`src/rtl/tow_referee.sv`:
```
// tow_referee: round referee for the tug-of-war game.
// Detects the first valid button press of each round, moves the rope position
// one LED step towards the winner, pulses winrnd to the master controller and
// latches the game winner once the rope reaches either end.
// Optional build macro: TOW_FALSE_START_EN. When it is defined, a press made
// before the go-stimulus awards the point to the opponent.
//
// Round handshake with the master controller: clear (1-cycle pulse) arms a new
// round; winrnd (1-cycle pulse, registered, one cycle after the deciding press)
// reports that the round is decided; no second winrnd is issued until the next
// clear has been accepted.
module tow_referee #(
  parameter int HALF  = 4,
  parameter int POS_W = 4
) (
  input  logic             clk,
  input  logic             rst,
  input  logic             pbl,
  input  logic             pbr,
  input  logic             clear,
  input  logic             leds_on,
  output logic             winrnd,
  output logic [POS_W-1:0] pos,
  output logic             game_over,
  output logic [1:0]       winner
);

  typedef enum logic [1:0] {
    S_WAIT   = 2'd0,
    S_GO     = 2'd1,
    S_SCORED = 2'd2,
    S_OVER   = 2'd3
  } state_t;

  localparam logic [POS_W-1:0] POS_CTR = POS_W'(HALF);
  localparam logic [POS_W-1:0] POS_MAX = POS_W'(2 * HALF);

  state_t           state;
  logic             pbl_q;
  logic             pbr_q;
  logic             press_l;
  logic             press_r;
  logic             scored;
  logic             score_up;
  logic             score_dn;
  logic [POS_W-1:0] pos_next;

  assign press_l = pbl & ~pbl_q;
  assign press_r = pbr & ~pbr_q;

  // Decide whether this cycle settles the round and which way the rope moves.
  always_comb begin
    scored   = 1'b0;
    score_up = 1'b0;
    score_dn = 1'b0;
    case (state)
      S_GO: begin
        // clear aborts the round and swallows any press in the same cycle
        if (!clear) begin
          scored   = press_l | press_r;
          score_up = press_r & ~press_l;
          score_dn = press_l & ~press_r;
        end
      end
`ifdef TOW_FALSE_START_EN
      S_WAIT: begin
        // a lone early press gives the point to the other player
        if (!clear && !leds_on && (press_l ^ press_r)) begin
          scored   = 1'b1;
          score_up = press_l;
          score_dn = press_r;
        end
      end
`else
      S_WAIT: ;
`endif
      default: ;
    endcase

    pos_next = pos;
    if (score_up && (pos != POS_MAX)) begin
      pos_next = pos + 1'b1;
    end else if (score_dn && (pos != '0)) begin
      pos_next = pos - 1'b1;
    end
  end

  // Round FSM with registered outputs and button edge history.
  always_ff @(posedge clk) begin
    if (rst) begin
      state     <= S_WAIT;
      pos       <= POS_CTR;
      winrnd    <= 1'b0;
      game_over <= 1'b0;
      winner    <= 2'b00;
      // start high so a button held through reset does not look like a press
      pbl_q     <= 1'b1;
      pbr_q     <= 1'b1;
    end else begin
      pbl_q  <= pbl;
      pbr_q  <= pbr;
      winrnd <= 1'b0;
      if (state == S_OVER) begin
        state <= S_OVER;
      end else if (scored) begin
        winrnd <= 1'b1;
        pos    <= pos_next;
        if (pos_next == '0) begin
          state     <= S_OVER;
          game_over <= 1'b1;
          winner    <= 2'b01;
        end else if (pos_next == POS_MAX) begin
          state     <= S_OVER;
          game_over <= 1'b1;
          winner    <= 2'b10;
        end else begin
          state <= S_SCORED;
        end
      end else begin
        case (state)
          S_WAIT:   if (!clear && leds_on) state <= S_GO;
          S_GO:     if (clear) state <= S_WAIT;
          S_SCORED: if (clear) state <= S_WAIT;
          default:  state <= state;
        endcase
      end
    end
  end

endmodule
```
`config.mk`:
```
export PLATFORM = sky130hd
export DESIGN_NAME = tow_referee
export DESIGN_NICKNAME = d
export VERILOG_FILES = /design/src/rtl/tow_referee.sv
export SDC_FILE = /design/constraint.sdc
export NUM_CORES = 1
export LEC_CHECK = 0
export CORE_ASPECT_RATIO = 0.7
export CORE_MARGIN = 2
export CORE_UTILIZATION = 40
export DETAILED_ROUTE_END_ITERATION = 6
export DONT_BUFFER_PORTS = 1
export HOLD_SLACK_MARGIN = 0.08
export PLACE_DENSITY = 0.56
export SLEW_MARGIN = 20
export SYNTH_ARGS = -nofsm -noshare
export SYNTH_HDL_FRONTEND = slang
export SYNTH_SLANG_ARGS = --single-unit
```
`constraint.sdc`:
```
create_clock -name clk -period 1.8 [get_ports clk]
set_input_delay 0.45 -clock clk [delete_from_list [all_inputs] [get_ports clk]]
set_output_delay 0.45 -clock clk [all_outputs]
set_load 0.005 [all_outputs]
```
==> report_table.html <==
<table>
<tr><th>Metric</th><th>Value</th></tr>
<tr><th colspan="2">Setup path</th></tr>
<tr><td>Data required time of the worst path</td><td>2.03 ns</td></tr>
<tr><td>Type of the worst setup path</td><td>reg2reg</td></tr>
<tr><td>Data arrival time of the worst path</td><td>2.08 ns</td></tr>
<tr><td>Max Fanout on Critical Path</td><td>4</td></tr>
<tr><td>Nature of the critical path startpoint</td><td>register</td></tr>
<tr><td>R2R setup slack</td><td>-0.06 ns</td></tr>
<tr><td>Critical Path End Type</td><td>register</td></tr>
<tr><th colspan="2">Flow run</th></tr>
<tr><td>Max-cap check violation count</td><td>0</td></tr>
<tr><th colspan="2">STA</th></tr>
<tr><td>Achievable clock frequency</td><td>0.5382 GHz</td></tr>
<tr><td>Max-slew violation total from the final report</td><td>0</td></tr>
<tr><td>Unrepaired setup endpoints after global routing</td><td>true</td></tr>
<tr><td>Count of final hold-check violations</td><td>0</td></tr>
<tr><td>Fin worst setup slack</td><td>-0.05788 ns</td></tr>
<tr><td>Accumulated negative setup slack</td><td>-0.1351 ns</td></tr>
<tr><td>Layout Skew</td><td>~0.0027 ns</td></tr>
<tr><td>Tightest Pin Transition</td><td>about 0.48 ns</td></tr>
<tr><td>Fin crit share</td><td>103.2%</td></tr>
<tr><td>Final setup viols</td><td>4</td></tr>
<tr><td>Worst-case headroom to the max-slew limit</td><td>67.91%</td></tr>
<tr><td>Final critical path time including I/O delays and setup</td><td>1.858 ns</td></tr>
<tr><th colspan="2">Synthesis</th></tr>
<tr><td>Count of flip-flops with a built-in enable after synthesis</td><td>0</td></tr>
<tr><td>Syn Nets</td><td>105</td></tr>
<tr><td>Count of cell types in the netlist</td><td>41</td></tr>
<tr><td>Sequential fraction of the synthesis area</td><td>29.09%</td></tr>
<tr><td>Synth Instances</td><td>94</td></tr>
<tr><td>Total of flip-flops plus latches after synthesis</td><td>12</td></tr>
<tr><td>Most frequently used flop master after synthesis</td><td>sky130_fd_sc_hd__dfxtp_1</td></tr>
<tr><td>Synthesized area divided by synthesized cell count</td><td>8.785 um2</td></tr>
<tr><td>Post-synthesis async set-or-reset flop share</td><td>0%</td></tr>
<tr><td>Mapped Area</td><td>825.8 um2</td></tr>
<tr><td>Warnings from Yosys</td><td>0</td></tr>
<tr><th colspan="2">Cells and area</th></tr>
<tr><td>Design area</td><td>0.001166 mm2</td></tr>
<tr><td>Area used by multi-input combinational logic</td><td>roughly 640 um2</td></tr>
<tr><td>Most frequent cells in the layout</td><td>23 x sky130_fd_sc_hd__buf_4, 8 x sky130_fd_sc_hd__dfxtp_1, 7 x sky130_fd_sc_hd__nor2_1</td></tr>
<tr><td>Most common cell after layout, fill and taps aside</td><td>sky130_fd_sc_hd__buf_4</td></tr>
<tr><td>Sequential cell area in the final layout</td><td>250.2 um2</td></tr>
<tr><td>Number of filler instances in the final layout</td><td>170</td></tr>
<tr><td>Final Util</td><td>61.28%</td></tr>
<tr><td>Net count, final</td><td>132</td></tr>
<tr><td>Growth of design area from synthesis to finish</td><td>41.21%</td></tr>
<tr><td>Proportion of layout cells with a drive suffix above 1</td><td>52.50%</td></tr>
<tr><td>Inserted Diodes</td><td>0</td></tr>
<tr><th colspan="2">GRT</th></tr>
<tr><td>Largest net degree at the start of global routing</td><td>12</td></tr>
<tr><td>Wire length of the first global-routing pass</td><td>~3.7 mm</td></tr>
<tr><td>Via count of the first global-routing pass</td><td>751</td></tr>
<tr><td>Global Route Usage Sum</td><td>between 20% and 30%</td></tr>
<tr><td>Grt total ovfl</td><td>0</td></tr>
<tr><td>Number of antenna violations at the first check in global routing</td><td>0</td></tr>
<tr><th colspan="2">Floorplanning</th></tr>
<tr><td>Number of ports placed on the die boundary</td><td>14</td></tr>
<tr><td>Rows</td><td>13</td></tr>
<tr><td>Total core area</td><td>0.001903 mm2</td></tr>
<tr><td>Initial core utilization</td><td>roughly 43%</td></tr>
<tr><td>Die Span Y</td><td>about 42 um</td></tr>
<tr><td>Die area</td><td>0.002450 mm2</td></tr>
<tr><td>X dimension of the die</td><td>58.31 um</td></tr>
<tr><th colspan="2">Status</th></tr>
<tr><td>Violations in the final reports</td><td>setup timing</td></tr>
<tr><td>Status</td><td>finished, violations left</td></tr>
<tr><th colspan="2">Placed design</th></tr>
<tr><td>Detailed-placement wirelength estimate</td><td>1.637 mm</td></tr>
<tr><td>Placed instance area</td><td>0.001011 mm2</td></tr>
<tr><td>Placer congestion estimate</td><td>roughly 0.9</td></tr>
<tr><td>Number of port buffers</td><td>0</td></tr>
<tr><td>Dpl ws</td><td>-0.1546 ns</td></tr>
<tr><th colspan="2">Clock tree</th></tr>
<tr><td>TritonCTS Buffers</td><td>3</td></tr>
<tr><td>Clk sinks</td><td>12</td></tr>
<tr><td>Clock transition time at the flip-flop clock pins of the worst setup and hold paths</td><td>about 0.080 ns</td></tr>
<tr><td>Number of H-tree levels</td><td>1</td></tr>
<tr><td>Worst skew pair latency</td><td>0.28 ns</td></tr>
<tr><td>Clock tree buffer depth</td><td>2</td></tr>
<tr><td>Post-cts hold buffer count</td><td>0</td></tr>
<tr><td>Clock tree from TritonCTS</td><td>yes</td></tr>
<tr><td>Buffer type at the clock tree root</td><td>sky130_fd_sc_hd__clkbuf_4</td></tr>
<tr><th colspan="2">Route</th></tr>
<tr><td>Number of detailed-routing iterations run before antenna repair</td><td>4</td></tr>
<tr><td>Remaining antenna violation count</td><td>0</td></tr>
<tr><td>Total wire length</td><td>2.301 mm</td></tr>
<tr><td>Final routed wire length divided by cell count</td><td>16.20 um</td></tr>
<tr><td>Number of remaining DRC errors</td><td>0</td></tr>
<tr><td>Count of routing violations after the opening detailed-route iteration</td><td>34</td></tr>
<tr><td>Post-detailed-route via-to-cell ratio</td><td>5.620</td></tr>
<tr><td>Via Count</td><td>798</td></tr>
<tr><th colspan="2">Power and ir drop</th></tr>
<tr><td>PD cells</td><td>531.3 mW/mm2</td></tr>
<tr><td>Leakage Power</td><td>roughly 0.47 nW</td></tr>
<tr><td>Worst VDD drop</td><td>approximately 520 uV</td></tr>
<tr><th colspan="2">Min path</th></tr>
<tr><td>Path type of the worst min-delay path</td><td>in2reg</td></tr>
</table>
## cells in the mapped netlist, types with 2 or more instances
cell type,n,area (um2)
sky130_fd_sc_hd__or2_2,2,12.51
sky130_fd_sc_hd__ha_1,5,62.56
sky130_fd_sc_hd__o21ai_0,5,25.02
sky130_fd_sc_hd__a21oi_1,6,30.03
sky130_fd_sc_hd__nand4_1,3,18.77
sky130_fd_sc_hd__or3_1,3,18.77
sky130_fd_sc_hd__inv_1,9,33.78
sky130_fd_sc_hd__and3_1,2,12.51
sky130_fd_sc_hd__nor2_1,7,26.28
sky130_fd_sc_hd__dfxtp_1,12,240.2
sky130_fd_sc_hd__nor2b_2,2,17.52
sky130_fd_sc_hd__nand2_1,7,26.28
sky130_fd_sc_hd__xnor2_1,2,17.52
sky130_fd_sc_hd__nand2b_1,2,12.51
## sequential cells by signal (all words and copies together) (netlist names)
name       flops
game_over      1
pbl_q          1
pbr_q          1
pos            4
state          2
winner         2
winrnd         1
## cell families after synthesis
family | after synthesis | share of synthesized area, %
compound gates | 27 | 29.09
xor+xnor | 2 | 2.122
fa+ha+maj | 5 | 7.576
buf+inv | 11 | 5.150
flops | 12 | 29.09
mux | 1 | 1.212
simple gates | 36 | 25.76
## routing by layer
metal  vias up  wire (um)  global-route usage, %
met5         -          0                      0
met4         0         13                  5.581
met3         2        210                  8.025
met2        39        924                  28.31
met1       366       1153                  29.51
li1        391          -                      -
## worst paths after layout
check / end / cells past startpoint / from
max: pos[3] / 7 / state[0]
min: pos[3] / 1 / rst
max reg2reg: pos[3] / 7 / state[0]
min reg2reg: winner[0] / 2 / winner[0]
## report_power, final
part           leakage, nW  internal, mW  switching (mW)
clock network       0.0150        0.0862           0.105
logic                0.359        0.0770          0.0656
registers            0.100         0.273          0.0127
## worst max-delay path, stage by stage (launching register included)
cell and delay (ns):
sky130_fd_sc_hd__dfxtp_2 0.38, sky130_fd_sc_hd__ha_4 0.14, sky130_fd_sc_hd__and4bb_2 0.28, sky130_fd_sc_hd__o311ai_4 0.15, sky130_fd_sc_hd__o21a_1 0.26, sky130_fd_sc_hd__buf_6 0.13, sky130_fd_sc_hd__or3_4 0.33, sky130_fd_sc_hd__a21oi_2 0.13
## what timing repair did
action,CTS,global route
endpoints found under the hold margin,0,0
setup buffers,5,1
resized for setup,15,8
endpoints found under the setup margin,7,8
pin swaps,16,7
## final cells by class
class	count	area share (%)
Clock buffer	4	2.253
Inverter	9	2.897
Multi-Input combinational cell	71	55.26
Sequential cell	12	21.46
Tap cell	22	2.361
Timing Repair Buffer	24	15.77
## through the flow
stage	hold slack [ns]	total power [mW]	instances
2_1_floorplan	0.4604	0.3647	94
3_3_place_gp	0.4932	0.3957	133
3_5_place_dp	0.4950	0.4018	133
4_1_cts	0.2093	0.6162	141
5_1_grt	0.2018	0.6532	142
6_report	0.2151	0.6195	142
Note: power is estimated with default switching activity, not from simulation.
